`config.mk`:
```
export PLATFORM = sky130hd
export DESIGN_NAME = comp8_registered
export DESIGN_NICKNAME = d
export VERILOG_FILES = /design/src/rtl/cmp_pkg.sv /design/src/rtl/comp4_slice.sv /design/src/rtl/comp8_registered.sv
export SDC_FILE = /design/constraint.sdc
export NUM_CORES = 1
export LEC_CHECK = 0
export ABC_AREA = 1
export CORE_AREA = 8 8 45 47
export DETAILED_ROUTE_END_ITERATION = 8
export DIE_AREA = 0 0 53 55
export PLACE_DENSITY = 0.75
export SLEW_MARGIN = 20
export SYNTH_ARGS = -nofsm -noshare
export SYNTH_HDL_FRONTEND = slang
export SYNTH_SLANG_ARGS = --single-unit
export TNS_END_PERCENT = 30
```
`constraint.sdc`:
```
create_clock -name clk -period 0.8 [get_ports clk]
set_input_delay 0.16 -clock clk [delete_from_list [all_inputs] [get_ports clk]]
set_output_delay 0.16 -clock clk [all_outputs]
set_load 0.005 [all_outputs]
```
`src/rtl/cmp_pkg.sv`:
```
// Shared types and constants for the cascaded magnitude comparator.
package cmp_pkg;

  localparam int unsigned SLICE_W = 4;

  typedef struct packed {
    logic lt;
    logic eq;
    logic gt;
  } cmp_flags_t;

  // Cascade seed at the LS slice: with nothing below it, the operands compare equal.
  localparam cmp_flags_t CMP_CASCADE_INIT = '{lt: 1'b0, eq: 1'b1, gt: 1'b0};

endpackage

```
`src/rtl/comp4_slice.sv`:
```
// One 4-bit 7485-style comparator slice; unequal nibbles decide, otherwise pass cascade-in.
module comp4_slice
  import cmp_pkg::*;
(
  input  logic [SLICE_W-1:0] a_i,
  input  logic [SLICE_W-1:0] b_i,
  input  cmp_flags_t         cas_i,
  output cmp_flags_t         flags_o
);

  always_comb begin
    flags_o = cas_i;
    if (a_i > b_i) begin
      flags_o = '{lt: 1'b0, eq: 1'b0, gt: 1'b1};
    end else if (a_i < b_i) begin
      flags_o = '{lt: 1'b1, eq: 1'b0, gt: 1'b0};
    end
  end

endmodule

```
`src/rtl/comp8_registered.sv`:
```
// Registered magnitude comparator built from a cascade of 4-bit slices; signed mode
// flips the operand MSBs so two's-complement order matches unsigned order.
module comp8_registered
  import cmp_pkg::*;
#(
  parameter int unsigned WIDTH = 8,
  parameter int unsigned SLICE = 4
) (
  input  logic             clk,
  input  logic             rst_n,
  input  logic             in_valid,
  input  logic             is_signed,
  input  logic [WIDTH-1:0] A,
  input  logic [WIDTH-1:0] B,
  output logic             out_valid,
  output logic             L,
  output logic             EQ,
  output logic             G
);

  localparam int unsigned NSLICE = WIDTH / SLICE;

  logic [WIDTH-1:0]        a_cmp;
  logic [WIDTH-1:0]        b_cmp;
  cmp_flags_t [NSLICE:0]   cas;
  cmp_flags_t              flags_q;
  logic                    out_valid_q;

  // Offset-binary: inverting the sign bit maps signed order onto unsigned order.
  assign a_cmp = {A[WIDTH-1] ^ is_signed, A[WIDTH-2:0]};
  assign b_cmp = {B[WIDTH-1] ^ is_signed, B[WIDTH-2:0]};

  assign cas[0] = CMP_CASCADE_INIT;

  for (genvar i = 0; i < NSLICE; i++) begin : g_slice
    comp4_slice u_slice (
      .a_i    (a_cmp[i*SLICE +: SLICE]),
      .b_i    (b_cmp[i*SLICE +: SLICE]),
      .cas_i  (cas[i]),
      .flags_o(cas[i+1])
    );
  end

  always_ff @(posedge clk or negedge rst_n) begin
    if (!rst_n) begin
      out_valid_q <= 1'b0;
      flags_q     <= '0;
    end else begin
      out_valid_q <= in_valid;
      if (in_valid) begin
        flags_q <= cas[NSLICE];
      end
    end
  end

  assign out_valid = out_valid_q;
  assign L         = flags_q.lt;
  assign EQ        = flags_q.eq;
  assign G         = flags_q.gt;

endmodule

```
Word-level counts from Yosys, hierarchy flattened
Index checks and enable logic that the tools add are counted.
Word-level totals
  input port bits: 20
  logic and storage cells: 14
  output and inout bits: 4
  register bits: 4
Cells by class
  bitwise logic cells: 2
  muxes and demuxes: 4
  order comparisons: 4
Operators with widths (number)
  $mux W3: 4
  $gt A4 B4 Y1: 2
  $lt A4 B4 Y1: 2
  $xor A1 B1 Y1: 2

Depth between registers and ports, before layout
Gate-level depths: netlist (run 1).
  depth in word-level cells: 5
  depth in mapped cells: 11
  depth with buffers taken out: 11

By module
A second synthesis (run 1) with hierarchy kept.
Unflattened totals
  cell total of the unflattened synthesis: 75
  area total of the unflattened synthesis: 456.7 um2
By module, submodules not included
  comp4_slice: sequential area each 0.0 um2, cells each 25, times used 2, area each 138.9 um2
  comp8_registered: sequential area each 100.1 um2, cells each 25, times used 1, area each 178.9 um2

Worst setup path before layout (run 1)
Ideal clock, no wire load.
  kind: input to register
  start point: input port is_signed
  end point: register flags_q (netlist bit EQ)
  cell stages on the path: 7
  data arrival time: 1.082 ns
  required time: 0.735 ns
  library setup time: 0.065 ns
  setup slack: -0.347 ns
  path buffers: 0
  path through: xor2_1 ha_1 a21oi_1 nand2_2 a21oi_2 nand2_1 nand2_1
On the way
  longest elaborated chain between the ends: 4
  elaborated cells on any way between the ends: 6
  classes of those cells: order compare (2); mux (2); bitwise (2)
RTL lines
  start: declaration: line comp8_registered.sv:12  | input logic is_signed,
  $xor A1 B1 Y1 (on tied branches): line comp8_registered.sv:30, comp8_registered.sv:31
  $lt A4 B4 Y1: line comp4_slice.sv:15  | end else if (a_i < b_i) begin
  $mux W3: line comp4_slice.sv:15
  $mux W3 (*): line comp4_slice.sv:13  | if (a_i > b_i) begin
  end signal: assignment: line comp8_registered.sv:51  | flags_q <= cas[NSLICE];
  end: declaration: line comp8_registered.sv:26  | cmp_flags_t flags_q;
Mark *: on every way between the ends. The rest lies on a longest branch, timed or not.
A chain may end at the register's enable or synchronous reset.

Worst setup path after layout (run 1)
  start point: input port A[7]
  end point: register flags_q (netlist bit L)
On the way
  longest elaborated chain between the ends: 4
  elaborated cells on any way between the ends: 5
  classes of those cells: order compare (2); mux (2); bitwise (1)
RTL lines
  start: declaration: line comp8_registered.sv:13  | input logic [WIDTH-1:0] A,
  $xor A1 B1 Y1 (*): line comp8_registered.sv:30  | assign a_cmp = {A[WIDTH-1] ^ is_signed, A[WIDTH-2:0]};
  $lt A4 B4 Y1: line comp4_slice.sv:15
  $mux W3: line comp4_slice.sv:15
  $mux W3 (*): line comp4_slice.sv:13
Marked as above.

==> metrics.yaml, run 1 <==
worst_setup_path:
  r2r-end: "L"
  cp.buffers_inverters: 1
  crit_path_cell_trace: "buf_6, xor2_1, ha_1, a21oi_2, nand2_4, a21oi_2, nand2_1, nand2_1"
  worstSetupEndpointType: "flip-flop"
  worstPathArrival_ns: 1.24
  crit_fanout: 5
  critical_path.top_delay_family: "compound AO/OA/AOI/OAI gates"
  r2r.worst_path.cells: 3
  critPathKind: "input port to flip-flop"
  rrSetupSlack_ns: 0.09
  reg2reg_from: "L"
  cpMaxStageDelayCell: "ha_1"
  max_stage_delay_ns: 0.30
  start_kind: "input port"
  crit_start: "A[7]"
  required_ns: 0.97
floorplanning:
  ios: 24
  die-area_sq_mm: 0.00292
  floorplan.initialDensity: 0.292
  fp.dieH_um: 55
  dieWidth_um: 53
  core_sq_mm: 0.00138
  rows: 14
clock_tree:
  htreeDepth: 1
  clock_latency_ns: 0.23
  clock-sinks: 4
  cts_hold_buf: 0
  cts_buffer_depth: 2
  cts_tree: "built"
  clk_pin_slew_ns: 0.04
  clock_tree.root_cell: "clkbuf_4"
  postCtsSetupBuffers: 0
  numCtsBuffers: 3
power:
  p_per_area_mw_per_mm2: 1160
  leakage_uw: 0.000414
  total_power_uw: 885
  ir_drop_mv: 0.606
routing:
  drtIter0Drc: 3
  ant_nets: 0
  vias: 454
  post_drt_via_cell_ratio: 4.32
  wire_per_inst_um: 10.0
  routed_wl_um: 1050
  dr.pass1.iters: 3
  drc: 0
layout:
  instances_no_fill: 105
  drive_above_1_share: 0.404
  mostFrequentLayoutCells: "16 x nand2_1, 14 x dlygate4sd2_1, 9 x inv_1, 6 x inv_2"
  nets: 119
  utilization: 0.552
  num_antenna_cells: 0
  syn2layout_area_growth_pct: 89.2
  regArea_sq_um: 100
  multiInputGateArea_sq_um: 335
  final_common_cell: "nand2_1"
  fill_cells: 137
sta:
  setup_violations: 7
  hold_viol_final: 0
  holdWs_ns: 0.128
  fin_crit_sh: 1.34
  drv_slew: 0
  period_needed_ns: 1.07
  tightestPinTransition_ns: 0.179
  rsz0062_at_grt: "yes"
  clock-skew-final_ns: 0
  relSlewSlack: 0.880
  fin_ws_ns: -0.275
  max_freq_mhz: 931
yosys:
  syn_area_sq_um: 404
  yosysSeqAreaShare: 0.248
  synth_cell_types: 12
  syn_avg_cell_area_sq_um: 6.85
  synth_warnings: 0
  ys_seq_elements: 4
  syn_nets: 87
  postSynthCellCount: 59
place:
  numPortBuffers: 23
  dp.final_hpwl_um: 855
  placed_cells: 102
  gp_congestion: 0.795
global_routing:
  grt_pass1_wl_um: 1880
  antenna_found_initial: 0
  grt_max_degree: 6
  track_usage: 0.0842
  gr-total-overflow: 0
  grt_pass1_vias: 499
run:
  cap_violations: 0
run_status:
  failed_checks: "setup timing"
  status: "complete, but fails checks"
min_path:
  hold_class: "input port to async pin"
worst max-delay path by stage:
| stage | endpoint | slack [ns] | cells past startpoint |
|---|---|---|---|
| after CTS | L | -0.29 | 8 |
| after global placement | EQ | -0.86 | 10 |
| after floorplan | EQ | -0.34 | 9 |
| final | L | -0.27 | 8 |
| after global routing | L | -0.33 | 10 |
| after detailed placement | L | -0.89 | 10 |
synthesized netlist by cell type:
library cell / n / area [sq um]
nand2_1: 18 / 67.6
inv_2: 2 / 7.51
xnor2_1: 1 / 8.76
nor2_1: 3 / 11.3
inv_1: 13 / 48.8
ha_1: 8 / 100
nand2_2: 2 / 12.5
a21oi_2: 1 / 8.76
a21oi_1: 2 / 10.0
nand3_1: 4 / 20.0
xor2_1: 1 / 8.76
dfrtp_1: 4 / 100
flip-flops by register name (all words and copies together) (netlist names):
register,count
EQ,1
G,1
out_valid,1
L,1
timing repair:
action,4_1_cts,5_1_grt
setup endpoints to repair,7,7
gates cloned,0,0
pin swaps,22,12
gates resized for setup,51,8
report_power, final:
| part | internal, uW | switching [uW] | leakage, uW |
|---|---|---|---|
| Clock | 167 | 74.6 | 0.0000138 |
| Sequential | 231 | 15.0 | 0.0000499 |
| Combinational | 211 | 187 | 0.000351 |
| Total | 609 | 276 | 0.000414 |
worst register-to-register path, delay by kind of cell (launching register included):
family | cells | cell delay (ns)
buffers and inverters | 1 | 0.13
DFF | 1 | 0.37
and+or+nand+nor | 2 | 0.10
cell families (layout without fill, tap and decap cells):
group	Yosys count	count (layout)	share of synthesized area
XOR/XNOR	2	2	0.0434
AO/OA/AOI/OAI	3	3	0.0464
AND/OR/NAND/NOR	27	27	0.276
flip-flops	4	4	0.248
buffers and inverters	15	45	0.139
adder cells (fa/ha/maj)	8	8	0.248
layer usage:
layer,part of all wire,GRT usage,up-vias
li1,-,-,238
met1,0.38,0.0746,198
met2,0.55,0.164,18
met3,0.063,0.0267,0
met4,0,0.0474,0
met5,0,0,-
area by class of cell:
type                            count  share of cell area
Sequential cell                     4               0.131
Timing Repair Buffer               27               0.301
Tap cell                           16              0.0262
Clock buffer                        3              0.0295
Inverter                           15              0.0736
Multi-Input combinational cell     40               0.439
per-stage QoR:
step	setup slack [ns]	instance area (sq um)	setup TNS, ns
6_report	-0.275	764	-1.02
5_1_grt	-0.332	764	-1.32
4_1_cts	-0.290	764	-1.48
3_5_place_dp	-0.893	688	-3.38
3_3_place_gp	-0.857	688	-3.28
2_1_floorplan	-0.342	408	-0.973
Note: power is estimated with default switching activity, not from simulation.
==> inputs of run 2 (changes only) <==
- CORE_AREA: 8 8 45 47 -> unset
- CORE_MARGIN: unset -> 8
- CORE_UTILIZATION: unset -> 34
- DIE_AREA: 0 0 53 55 -> unset
- PLACE_DENSITY: 0.75 -> 0.79
- SYNTH_HIERARCHICAL: unset -> 1
==> run 2 against run 1 <==
Compared with the run above: core utilization grew 20 points; synthesized area grew 13%; highest routed layer unchanged; wire length grew 15%; sequential cell count is the same; first-iteration DRC count is the same; via count grew 13%; the flow still finishes with violations (setup timing); final cell count grew 12%; maximum frequency grew 9.1%.
==> metrics.yaml, run 2 <==
layout:
  num_antenna_cells: 0  # unchanged
  syn2layout_area_growth_pct: 113  # was 89.2%
  mostFrequentLayoutCells: "21 x nand2_1, 9 x inv_2, 8 x ha_4, 8 x buf_6"  # was 16 x nand2_1, 14 x dlygate4sd2_1, 9 x inv_1, 6 x inv_2
  fin_area_sq_um: 971  # was 764 sq um
  drive_above_1_share: 0.583  # was 0.404
  final_common_cell: "nand2_1"  # unchanged
  nets: 133  # was 119
  instances_no_fill: 118  # was 105
sta:
  clock-skew-final_ns: 0  # unchanged
  holdWs_ns: 0.133  # was 0.128 ns
  fin_setup_tns_ns: -0.802  # was -1.02 ns
  rsz0062_at_grt: "yes"  # unchanged
  fin_ws_ns: -0.185  # was -0.275 ns
  max_freq_mhz: 1020  # was 931 MHz
  period_needed_ns: 0.985  # was 1.07 ns
  hold_viol_final: 0  # unchanged
  drv_slew: 0  # unchanged
  setup_violations: 7  # unchanged
  fin_crit_sh: 1.23  # was 1.34
global_routing:
  gr-total-overflow: 0  # unchanged
  track_usage: 0.0914  # was 0.0842
  grt_pass1_wl_um: 1990  # was 1880 um
  grt_pass1_vias: 519  # was 499
  grt_max_degree: 6  # unchanged
  antenna_found_initial: 0  # unchanged
yosys:
  syn_area_sq_um: 457  # was 404 sq um
  synth_most_common_cell: "nand2_1"  # unchanged
  yosysSeqAreaShare: 0.219  # was 0.248
  synth_area_leader_cell: "nand2_1"  # was dfrtp_1
  synth_top_cell_area_share: 0.255  # was 0.248
  synth_edf_count: 0  # unchanged
  ys_seq_elements: 4  # unchanged
  postSynthCellCount: 75  # was 59
  syn_avg_cell_area_sq_um: 6.09  # was 6.85 sq um
  synth_warnings: 6  # was 0
  yosys-top-cells-count: "31 x nand2_1, 17 x inv_1, 8 x ha_1"  # was 18 x nand2_1, 13 x inv_1, 8 x ha_1
  synth_ff_type: "dfrtp_1"  # unchanged
  synth_cell_types: 10  # was 12
  synthTopCellsByArea: "nand2_1 25%, dfrtp_1 22%, ha_1 22%"  # was dfrtp_1 25%, ha_1 25%, nand2_1 17%
  async_flop_share: 1.00  # unchanged
clock_tree:
  postCtsSetupBuffers: 0  # unchanged
  cts_hold_buf: 0  # unchanged
  clk_pin_slew_ns: 0.04  # about the same
  numCtsBuffers: 3  # unchanged
  cts_buffer_depth: 2  # unchanged
  htreeDepth: 1  # unchanged
  clock-sinks: 4  # unchanged
  clock_tree.root_cell: "clkbuf_4"  # unchanged
  cts_tree: "built"  # unchanged
  clock_latency_ns: 0.23  # about the same
floorplanning:
  rows: 13  # was 14
  dieWidth_um: 52.7  # was 53 um
  ios: 24  # unchanged
  core_sq_mm: 0.00128  # was 0.00138 sq mm
  floorplan.initialDensity: 0.355  # was 0.292
  fp.dieH_um: 52.7  # was 55 um
  die-area_sq_mm: 0.00277  # was 0.00292 sq mm
place:
  gp_congestion: 0.675  # was 0.795
  placed_cells: 115  # was 102
  numPortBuffers: 23  # unchanged
  place_area_sq_um: 843  # was 688 sq um
  dp.final_hpwl_um: 999  # was 855 um
routing:
  wire_per_inst_um: 10.3  # was 10.0 um
  vias: 515  # was 454
  post_drt_via_cell_ratio: 4.36  # was 4.32
  drc: 0  # unchanged
  routed_wl_um: 1210  # was 1050 um
  ant_nets: 0  # unchanged
  dr.pass1.iters: 2  # was 3
  drtIter0Drc: 3  # unchanged
worst_setup_path:
  crit_fanout: 3  # was 5
  critical_path.top_delay_family: "simple AND/OR/NAND/NOR gates"  # was compound AO/OA/AOI/OAI gates
  r2r.worst_path.cells: 3  # unchanged
  worstSetupEndpointType: "flip-flop"  # unchanged
  crit_top_cell: "nand2_1"
  max_stage_delay_ns: 0.28  # was 0.30 ns
  critical_path_cell_count: 10  # was 8
  crit_path_cell_trace: "buf_12, nand2_1, nand2_2, ha_4, nand2_4, nor2_4, nand2_1, a21oi_1, nand2_1, nand2_1"  # was buf_6, xor2_1, ha_1, a21oi_2, nand2_4, a21oi_2, nand2_1, nand2_1
  critPathKind: "input port to flip-flop"  # unchanged
  required_ns: 0.96  # was 0.97 ns
  start_kind: "input port"  # unchanged
  worstPathArrival_ns: 1.15  # was 1.24 ns
  cpMaxStageDelayCell: "ha_4"  # was ha_1
  cp.buffers_inverters: 1  # unchanged
run_status:
  status: "complete, but fails checks"  # unchanged
  failed_checks: "setup timing"  # unchanged
run:
  cap_violations: 0  # unchanged
power:
  total_power_uw: 988  # was 885 uW
  leakage_uw: 0.000491  # was 0.000414 uW
  ir_drop_mv: 0.631  # was 0.606 mV
  p_per_area_mw_per_mm2: 1020  # was 1160 mW/mm^2
min_path:
  hold_class: "input port to async pin"  # unchanged
## run 2: cells by family (layout without fill, tap and decap cells)
| logic type | after synthesis | after routing | share of synthesized area |
|---|---|---|---|
| AND/OR/NAND/NOR | 37 | 37 | 0.331 |
| buffers and inverters | 18 | 45 | 0.148 |
| adder cells (fa/ha/maj) | 8 | 8 | 0.219 |
| AO/OA/AOI/OAI | 6 | 6 | 0.0658 |
| flip-flops | 4 | 4 | 0.219 |
| other | 2 | 3 | 0.0164 |
## run 2: where the power goes
| part | leakage [uW] | internal (uW) | switching [uW] |
|---|---|---|---|
| Combinational | 0.000427 | 271 | 243 |
| Sequential | 0.0000500 | 223 | 8.31 |
| Clock | 0.0000138 | 167 | 74.2 |
| Total | 0.000491 | 662 | 326 |
## run 2: worst paths after layout
path / from / end / slack [ns]
setup / recovery: is_signed / EQ / -0.19
hold / removal: rst_n / G / 0.13
setup reg to reg: G / G / 0.09
hold reg to reg: EQ / EQ / 0.49
max in group asynchronous: rst_n / L / 0.49
min in group clk: EQ / EQ / 0.49
## run 2: per-stage QoR
step                      setup WS, ns  utilization
after detailed placement        -0.963        0.656
after global routing            -0.252        0.756
after floorplan                 -0.245            -
final                           -0.185        0.756
after global placement          -0.954        0.656
after CTS                       -0.227        0.692
## run 2: area by class of cell
cell class,count,area (sq um)
Fill cell,110,314
Multi-Input combinational cell,54,489
Tap cell,15,18.8
Clock buffer,3,22.5
Inverter,18,95.1
Timing Repair Buffer,24,245
Sequential cell,4,100
## run 2: what timing repair did
item,CTS,global route
setup endpoints to repair,7,7
pin swaps,25,16
gates resized for setup,79,23
## run 2: per-layer routing
layer  vias up  part of all wire  track usage
li1        274                 -            -
met1       226              0.38       0.0913
met2        15              0.56        0.168
met3         0             0.056       0.0369
met4         0                 0       0.0259
met5         -                 0            0
==> inputs of run 3 (changes only) <==
- CTS_CLUSTER_SIZE: unset -> 8
==> results of run 3 <==
The final DEF is identical to that of run 2; final timing and power are the same.
